### src/rtl/calc_cmd_seq.sv
// calc_cmd_seq
//   Command sequencer for the UART calculator. Collects operand, operand and
//   operator bytes from the UART receiver and echoes each accepted byte. It
//   drives the 4-bit add/sub ALU, then returns the result as one ASCII byte.
//   A CR/LF can optionally follow the result byte. The last result is shown
//   on the LEDs.
//
// Ports
//   clk12m       in   system clock
//   rst_n        in   asynchronous active-low reset
//   rx_data      in   [7:0] received byte, valid with rx_data_rdy
//   rx_data_rdy  in   one-cycle receive strobe
//   tx_busy      in   transmitter cannot take a byte this cycle
//   tx_data      out  [7:0] byte to transmit (held until the next send)
//   tx_data_rdy  out  one-cycle send strobe
//   alu_a        out  [3:0] operand 1
//   alu_b        out  [3:0] operand 2
//   alu_sub      out  1 = a-b, 0 = a+b
//   alu_go       out  one-cycle ALU start strobe
//   alu_res      in   [4:0] {carry/borrow, sum}, valid with alu_done
//   alu_done     in   one-cycle ALU completion strobe
//   leds         out  [4:0] last ALU result
//   busy         out  sequencer is not idle in WAIT_OP1
//   err_ovr      out  sticky: a received byte was dropped
//   err_tmo      out  sticky: the ALU did not answer in time
module calc_cmd_seq #(
    parameter int ECHO_EN     = 1,
    parameter int SEND_CRLF   = 0,
    parameter int ALU_TIMEOUT = 16
) (
    input  logic       clk12m,
    input  logic       rst_n,
    input  logic [7:0] rx_data,
    input  logic       rx_data_rdy,
    input  logic       tx_busy,
    output logic [7:0] tx_data,
    output logic       tx_data_rdy,
    output logic [3:0] alu_a,
    output logic [3:0] alu_b,
    output logic       alu_sub,
    output logic       alu_go,
    input  logic [4:0] alu_res,
    input  logic       alu_done,
    output logic [4:0] leds,
    output logic       busy,
    output logic       err_ovr,
    output logic       err_tmo
);

    localparam int             CW       = $clog2(ALU_TIMEOUT + 1);
    localparam logic [CW-1:0]  TMO_LAST = CW'(ALU_TIMEOUT - 1);
    // index of the last byte of the result sequence (result, or result/CR/LF)
    localparam logic [1:0]     RES_LAST = (SEND_CRLF != 0) ? 2'd2 : 2'd0;

    typedef enum logic [2:0] {
        WAIT_OP1,
        WAIT_OP2,
        WAIT_OPR,
        EXEC,
        RESULT
    } state_t;

    state_t        state, state_nxt;

    logic          pend_vld;
    logic [CW-1:0] tmo_cnt;
    logic [7:0]    res_char;
    logic [1:0]    res_cnt;

    logic is_operand, is_operator, is_esc, in_wait;
    logic rx_ovr, rx_ok, esc_hit;
    logic acc_op1, acc_op2, acc_opr;
    logic echo_load, res_load, res_fin;
    logic tx_send, alu_take, alu_tmo;
    logic [7:0] res_byte, load_byte;

    // Byte classification and event decode
    always_comb begin
        is_operand  = (rx_data[7:4] == 4'h3);
        is_operator = (rx_data == 8'h2B) || (rx_data == 8'h2D);
        is_esc      = (rx_data == 8'h1B);
        in_wait     = (state == WAIT_OP1) || (state == WAIT_OP2) || (state == WAIT_OPR);

        // Any strobe is dropped while the previous echo is still queued or
        // while a command is in flight.
        rx_ovr  = rx_data_rdy && (pend_vld || !in_wait);
        rx_ok   = rx_data_rdy && !rx_ovr;
        esc_hit = rx_ok && is_esc;
        acc_op1 = rx_ok && (state == WAIT_OP1) && is_operand;
        acc_op2 = rx_ok && (state == WAIT_OP2) && is_operand;
        acc_opr = rx_ok && (state == WAIT_OPR) && is_operator;

        tx_send  = pend_vld && !tx_busy;
        alu_take = (state == EXEC) && alu_done;
        // counter only runs after the go pulse, so it reaches TMO_LAST in
        // the ALU_TIMEOUT-th cycle after alu_go
        alu_tmo  = (state == EXEC) && !alu_done && !alu_go && (tmo_cnt == TMO_LAST);

        echo_load = (ECHO_EN != 0) && (acc_op1 || acc_op2 || acc_opr);
        res_load  = (state == RESULT) && !pend_vld && (res_cnt <= RES_LAST);
        res_fin   = (state == RESULT) && tx_send && (res_cnt == RES_LAST + 2'd1);

        case (res_cnt)
            2'd0:    res_byte = res_char;
            2'd1:    res_byte = 8'h0D;
            default: res_byte = 8'h0A;
        endcase
        load_byte = echo_load ? rx_data : res_byte;
    end

    // FSM: state register
    always_ff @(posedge clk12m or negedge rst_n) begin
        if (!rst_n) state <= WAIT_OP1;
        else        state <= state_nxt;
    end

    // FSM: next state
    always_comb begin
        state_nxt = state;
        case (state)
            WAIT_OP1: if (esc_hit) state_nxt = WAIT_OP1;
                      else if (acc_op1) state_nxt = WAIT_OP2;
            WAIT_OP2: if (esc_hit) state_nxt = WAIT_OP1;
                      else if (acc_op2) state_nxt = WAIT_OPR;
            WAIT_OPR: if (esc_hit) state_nxt = WAIT_OP1;
                      else if (acc_opr) state_nxt = EXEC;
            EXEC:     if (alu_take || alu_tmo) state_nxt = RESULT;
            RESULT:   if (res_fin) state_nxt = WAIT_OP1;
            default:  state_nxt = WAIT_OP1;
        endcase
    end

    // FSM: combinational outputs
    always_comb begin
        tx_data_rdy = tx_send;
        busy        = (state != WAIT_OP1);
    end

    // Datapath, tx pending register and flags
    always_ff @(posedge clk12m or negedge rst_n) begin
        if (!rst_n) begin
            pend_vld <= 1'b0;
            tx_data  <= 8'h00;
            alu_a    <= 4'h0;
            alu_b    <= 4'h0;
            alu_sub  <= 1'b0;
            alu_go   <= 1'b0;
            tmo_cnt  <= '0;
            res_char <= 8'h00;
            res_cnt  <= 2'd0;
            leds     <= 5'h00;
            err_ovr  <= 1'b0;
            err_tmo  <= 1'b0;
        end else begin
            // echo and result loads only happen with the register empty,
            // so a load never collides with a send
            if (echo_load || res_load) begin
                pend_vld <= 1'b1;
                tx_data  <= load_byte;
            end else if (tx_send) begin
                pend_vld <= 1'b0;
            end

            if (acc_op1) alu_a <= rx_data[3:0];
            if (acc_op2) alu_b <= rx_data[3:0];
            if (acc_opr) alu_sub <= (rx_data == 8'h2D);
            alu_go <= acc_opr;

            if (acc_opr)
                tmo_cnt <= '0;
            else if ((state == EXEC) && !alu_go)
                tmo_cnt <= tmo_cnt + 1'b1;

            if (alu_take) begin
                leds     <= alu_res;
                res_char <= {(alu_res[4] ? 4'h5 : 4'h3), alu_res[3:0]};
            end else if (alu_tmo) begin
                res_char <= 8'h21;
            end

            if (acc_opr)       res_cnt <= 2'd0;
            else if (res_load) res_cnt <= res_cnt + 2'd1;

            if (esc_hit)     err_ovr <= 1'b0;
            else if (rx_ovr) err_ovr <= 1'b1;

            if (esc_hit)      err_tmo <= 1'b0;
            else if (alu_tmo) err_tmo <= 1'b1;
        end
    end

endmodule
### config.mk
export PLATFORM = sky130hd
export DESIGN_NAME = calc_cmd_seq
export DESIGN_NICKNAME = d
export VERILOG_FILES = /design/src/rtl/calc_cmd_seq.sv
export SDC_FILE = /design/constraint.sdc
export NUM_CORES = 1
export LEC_CHECK = 0
export ABC_AREA = 1
export BUFFER_PORTS_ARGS = -buffer_cell sky130_fd_sc_hd__buf_2
export CORE_MARGIN = 2
export CORE_UTILIZATION = 54
export CTS_CLUSTER_DIAMETER = 80
export CTS_CLUSTER_SIZE = 20
export DETAILED_ROUTE_END_ITERATION = 16
export HOLD_SLACK_MARGIN = 0.08
export PLACE_DENSITY = 0.77
export SLEW_MARGIN = 0
export SYNTH_ARGS = -nofsm -noshare
export SYNTH_HDL_FRONTEND = slang
export SYNTH_SLANG_ARGS = --single-unit
### constraint.sdc
create_clock -name clk12m -period 1.9 [get_ports clk12m]
set_clock_uncertainty 0.1 [all_clocks]
set_input_delay 0.38 -clock clk12m [delete_from_list [all_inputs] [get_ports clk12m]]
set_output_delay 0.38 -clock clk12m [all_outputs]
set_load 0.01 [all_outputs]
Word-level counts from Yosys, hierarchy flattened
Cells that the tools add are included.

Reductions and logical operators: 43. $lt $le $gt $ge: 1. Add/subtract/negate cells: 2. Mux-type cells: 24. Equality and inequality tests: 15.

Operator list (number): 2-to-1 mux 3 bit (9); 2-to-1 mux 8 bit (3); logical AND 1 bit (19); == test 8 x 6 -> 1 bit, second input constant (2); case mux 8 bit (2 select lines) (1); case mux 3 bit (5 select lines) (1); nonzero test 2 bit (6); 2-to-1 mux 5 bit (2); != test 3 bit, second input constant (3); == test 8 x 5 -> 1 bit, second input constant (1); logical OR 1 bit (8); == test 3 x 2 -> 1 bit, second input constant (2); logical NOT 1 bit (6); 2-to-1 mux 1 bit (6); adder 5 x 1 -> 5 bit, second input constant (1); == test 5 x 4 -> 1 bit, second input constant (1); AND reduction 5 bit (1); == test 4 x 2 -> 1 bit, second input constant (1); 2-to-1 mux 2 bit (2); == test 3 x 1 -> 1 bit, second input constant (1); == test 3 bit, second input constant (1); logical NOT 3 bit (1); nonzero test 3 bit (1); adder 2 x 1 -> 2 bit, second input constant (1); other kinds (5) (5).

Register bits after elaboration: 44. Input port bits: 18. Word-level logic and storage cells: 98.

Longest topological paths before layout
Depth in word-level cells: 14. Depth in mapped cells: 11.

Worst setup path after synthesis
No wires, ideal clock.

Kind: reg-to-reg. Start point: register res_cnt[0]. End point: register tx_data[1]. Slack: 0.206 ns. Arrival time: 1.471 ns. Required time: 1.677 ns. Buffers on the path: 0. Stages on the path, launching flop included: 12. Library setup time: 0.123 ns. Path through: dfrtp_1 inv_1 ha_1 inv_1 nor3_4 inv_1 nand2_1 inv_2 nand2_2 inv_2 nand2_1 nand2_1.

Word-level cells in the longest chain between the ends: 3. Elaborated cells on any way between the ends: 7.

Ends and longest elaborated chain: start: declaration (line 68) `logic [1:0] res_cnt;`; start signal: assignment (line 182) `else if (res_load) res_cnt <= res_cnt + 2'd1;`; == test 2 x 1 -> 1 bit (tied with other cells) (line 103) `case (res_cnt)`; case mux 8 bit (2 select lines) / logical AND 1 bit (equally long branches) (line 103, 100); 2-to-1 mux 8 bit / logical OR 1 bit (equally long branches) (line 108, 157); end signal: assignment (line 159) `tx_data <= load_byte;`; end: declaration (line 36) `output logic [7:0] tx_data,`.

Parallel ways exist; a longest one is shown, timed or not. A chain may end at the register's enable or synchronous reset.

Final worst setup path
Start point: register tmo_cnt[1]. End point: register state[1].

Word-level cells in the longest chain between the ends: 5.

Ends and longest elaborated chain: start: declaration (line 66) `logic [CW-1:0] tmo_cnt;`; start signal: assignment (line 172) `tmo_cnt <= tmo_cnt + 1'b1;`; == test 5 x 4 -> 1 bit (line 97) `alu_tmo = (state == EXEC) && !alu_done && !alu_go && (tmo_cnt == TMO_LAST);`; logical AND 1 bit (line 97); logical OR 1 bit (line 127) `EXEC: if (alu_take || alu_tmo) state_nxt = RESULT;`; != test 2 x 1 -> 1 bit (no line); AND reduction 5 bit (no line); end signal: assignment (line 114) `else state <= state_nxt;`; end: declaration (line 63) `state_t state, state_nxt;`.

Every way passes these cells.

==> impl_metrics.py <==
metrics = {
    "timing": {
        "fin_crit_ps": 1750,
        "tightest_slew_ps": 523,
        "setup_viol": 0,
        "min_period_over_period_pct": 92.2,
        "rsz0062_at_grt": "false",
        "hold_viol": 0,
        "drv_slew": 0,
        "max_freq_ghz": 0.571,
        "max_slew_margin_pct": 65.1,
        "tns_ps": 0,
        "whs_ps": 203,
    },
    "logic_synthesis": {
        "avgSynthCellArea_um2": 8.01,
        "synth-seq-area-share_pct": 51.1,
        "synth_nets": 285,
        "synth_common_cells": "nand2_1, inv_1, dfrtp_1, nor2_1, o21ai_0",
        "ys_seq_elements": 43,
        "async_reset_ff_share_pct": 100,
        "synth_top_area_cell": "dfrtp_1",
        "syn_area_um2": 2110,
        "yosysUniqueCellTypes": 26,
        "synth.top_cell.area_share_pct": 51.1,
        "yosys_warnings": 0,
        "synth_cells": 263,
        "synth_edf_count": 0,
        "synthTopCellsByArea": "dfrtp_1, nand2_1, inv_1",
        "ys.flop_type": "dfrtp_1",
        "post-synth-top-count-cell": "nand2_1",
    },
    "setup_path": {
        "crit_fanout": 3,
        "required_ps": 1990,
        "startpoint": "tmo_cnt[1]$_DFFE_PN0P_",
        "end_kind": "flop",
        "startpoint_type": "flop",
        "critPathSlowestCell": "dfrtp_1",
        "crit_type": "reg2reg",
        "r2r_start": "tmo_cnt[1]$_DFFE_PN0P_",
        "cp_slowest_stage_delay_ps": 390,
        "crit_chain": "ha_1, inv_1, nor3_2, ha_2, inv_1, o211ai_1, nand2_1, inv_1, nand4_1, nand2_1, nand2_1",
        "cp.arrival_ps": 1850,
    },
    "power_and_ir_drop": {
        "leakagePower_nw": 1.44,
        "ir_drop_uv": 740,
        "cellPowerDensity_nw_per_um2": 1360,
    },
    "floorplanning": {
        "dieHeight_um": 66.4,
        "io_pins": 45,
        "die_width_um": 66.4,
        "dieArea_um2": 4410,
        "initial_utilization_pct": 56.7,
        "num_rows": 22,
        "core_um2": 3720,
    },
    "global_route": {
        "antenna_found_initial": 0,
        "grt_usage_pct": 23.1,
        "grt_overflow_total": 0,
        "grt_pass1_vias": 1697,
        "grt_pass1_wl_um": 7500,
        "grt_max_degree": 44,
    },
    "drt": {
        "post-route-drc-count": 0,
        "first_iter_violations": 93,
        "vias": 1853,
        "ant_nets": 0,
        "routed_wl_um": 4490,
        "dr.pass1.iters": 4,
        "wire_per_inst_um": 12.2,
        "viasPerCell": 5.02,
    },
    "clock_network": {
        "cts_num_sinks": 43,
        "cts_tree": "yes",
        "numCtsBuffers": 5,
        "clock_path_buffers": 2,
        "clk_pin_slew_worst_paths_ps": 70,
        "ctsHtreeMaxLevel": 2,
        "cts_root_buf": "clkbuf_8",
        "worst_skew_pair.late_latency_ps": 290,
        "cts_setup_buffers": 0,
    },
    "placed_design": {
        "dpl.cell_count": 361,
        "port_buffers": 44,
        "gp_congestion": 0.933,
        "dp_hpwl_um": 3420,
        "placed_area_um2": 2430,
    },
    "min_path": {
        "min-delay-start": "alu_res[1]",
        "hold_class": "in2reg",
    },
    "finish": {
        "post-route-util_pct": 69.0,
        "num_antenna_cells": 0,
        "final_cells": 369,
        "stdcell_area_um2": 2560,
        "layout-drive-gt1-share_pct": 24.6,
        "final_nets": 343,
        "area_delta_synth_final_pct": 21.8,
    },
    "flow_run": {
        "drv_cap": 0,
    },
    "status": {
        "status": "complete, no violations",
    },
}
critical path, delay by kind of cell (launching register included):
kind	cells	cell delay, ps
AO/OA/AOI/OAI	1	210
adder cells (fa/ha/maj)	2	390
flip-flops	1	390
buffers and inverters	3	170
AND/OR/NAND/NOR	5	390
routing by layer:
metal,global-route usage (%),vias to the layer above,wire length (um)
met5,0,-,0
met4,10.7,0,76
met3,6.81,7,280
met2,34.6,61,2060
met1,30.9,849,2070
li1,-,936,-
stage by stage:
step	power (mW)	setup slack, ps
after CTS	3.48	41.6
after global routing	3.77	21.9
after detailed placement	2.80	18.1
final	3.48	148
after global placement	2.75	99.3
after floorplan	2.33	206
path summary, 6_finish.rpt:
path	to	cells past startpoint	slack, ps
max in group asynchronous	res_char[2]$_DFFE_PN0P_	3	760
worst min register to register	leds[4]$_DFFE_PN0P_	2	370
worst max register to register	state[1]$_DFFE_PN0P_	11	150
min in group asynchronous	tmo_cnt[3]$_DFFE_PN0P_	3	570
worst min-delay path	res_char[1]$_DFFE_PN0P_	3	200
worst max-delay path	state[1]$_DFFE_PN0P_	11	150
layout make-up:
cell class                      count  area, um^2
Tap cell                           48        60.1
Fill cell                         319        1150
Clock buffer                        6        72.6
Timing Repair Buffer               52         283
Sequential cell                    43        1080
Clock inverter                      1        30.0
Inverter                           50         188
Multi-Input combinational cell    169         856
report_power, final:
group / switching [mW] / internal (mW)
logic: 0.805 / 0.538
clock network: 0.289 / 0.385
registers: 0.207 / 1.25
sequential cells by signal, summed over array words and instances, names as in the netlist, 2 cells and up:
signal	count
tmo_cnt	5
res_char	7
leds	5
alu_a	4
alu_b	4
state	3
tx_data	8
res_cnt	2
timing repair:
action | 4_1_cts | 5_1_grt
hold endpoints to repair | 43 | 0
gates resized for setup | 0 | 5
setup endpoints to repair | 0 | 7
hold buffers | 1 | 0
layout by cell type, fill, tap and decap left out, types with 2 or more instances in the layout:
cell type	synthesis	routed
inv_1	46	46
buf_2	0	44
nand4_1	2	2
dfrtp_1	43	43
a21oi_1	10	10
clkbuf_8	0	5
nand2_1	70	70
nand2_2	4	4
o211ai_1	3	3
nor2_4	2	2
nand3_1	13	13
nor3_1	4	2
buf_4	0	7
ha_1	4	3
inv_2	4	4
nor3_2	0	2
o21ai_0	19	19
nor2_1	24	22
nand3_2	3	3
nor2_2	2	4
cell families after synthesis:
| group | after synthesis | synth area share, % |
|---|---|---|
| buf+inv | 51 | 9.09 |
| compound gates | 37 | 9.69 |
| simple gates | 127 | 27.3 |
| flops | 43 | 51.1 |
| fa+ha+maj | 4 | 2.38 |
| xor+xnor | 1 | 0.416 |
Note: power is estimated with default switching activity, not from simulation.
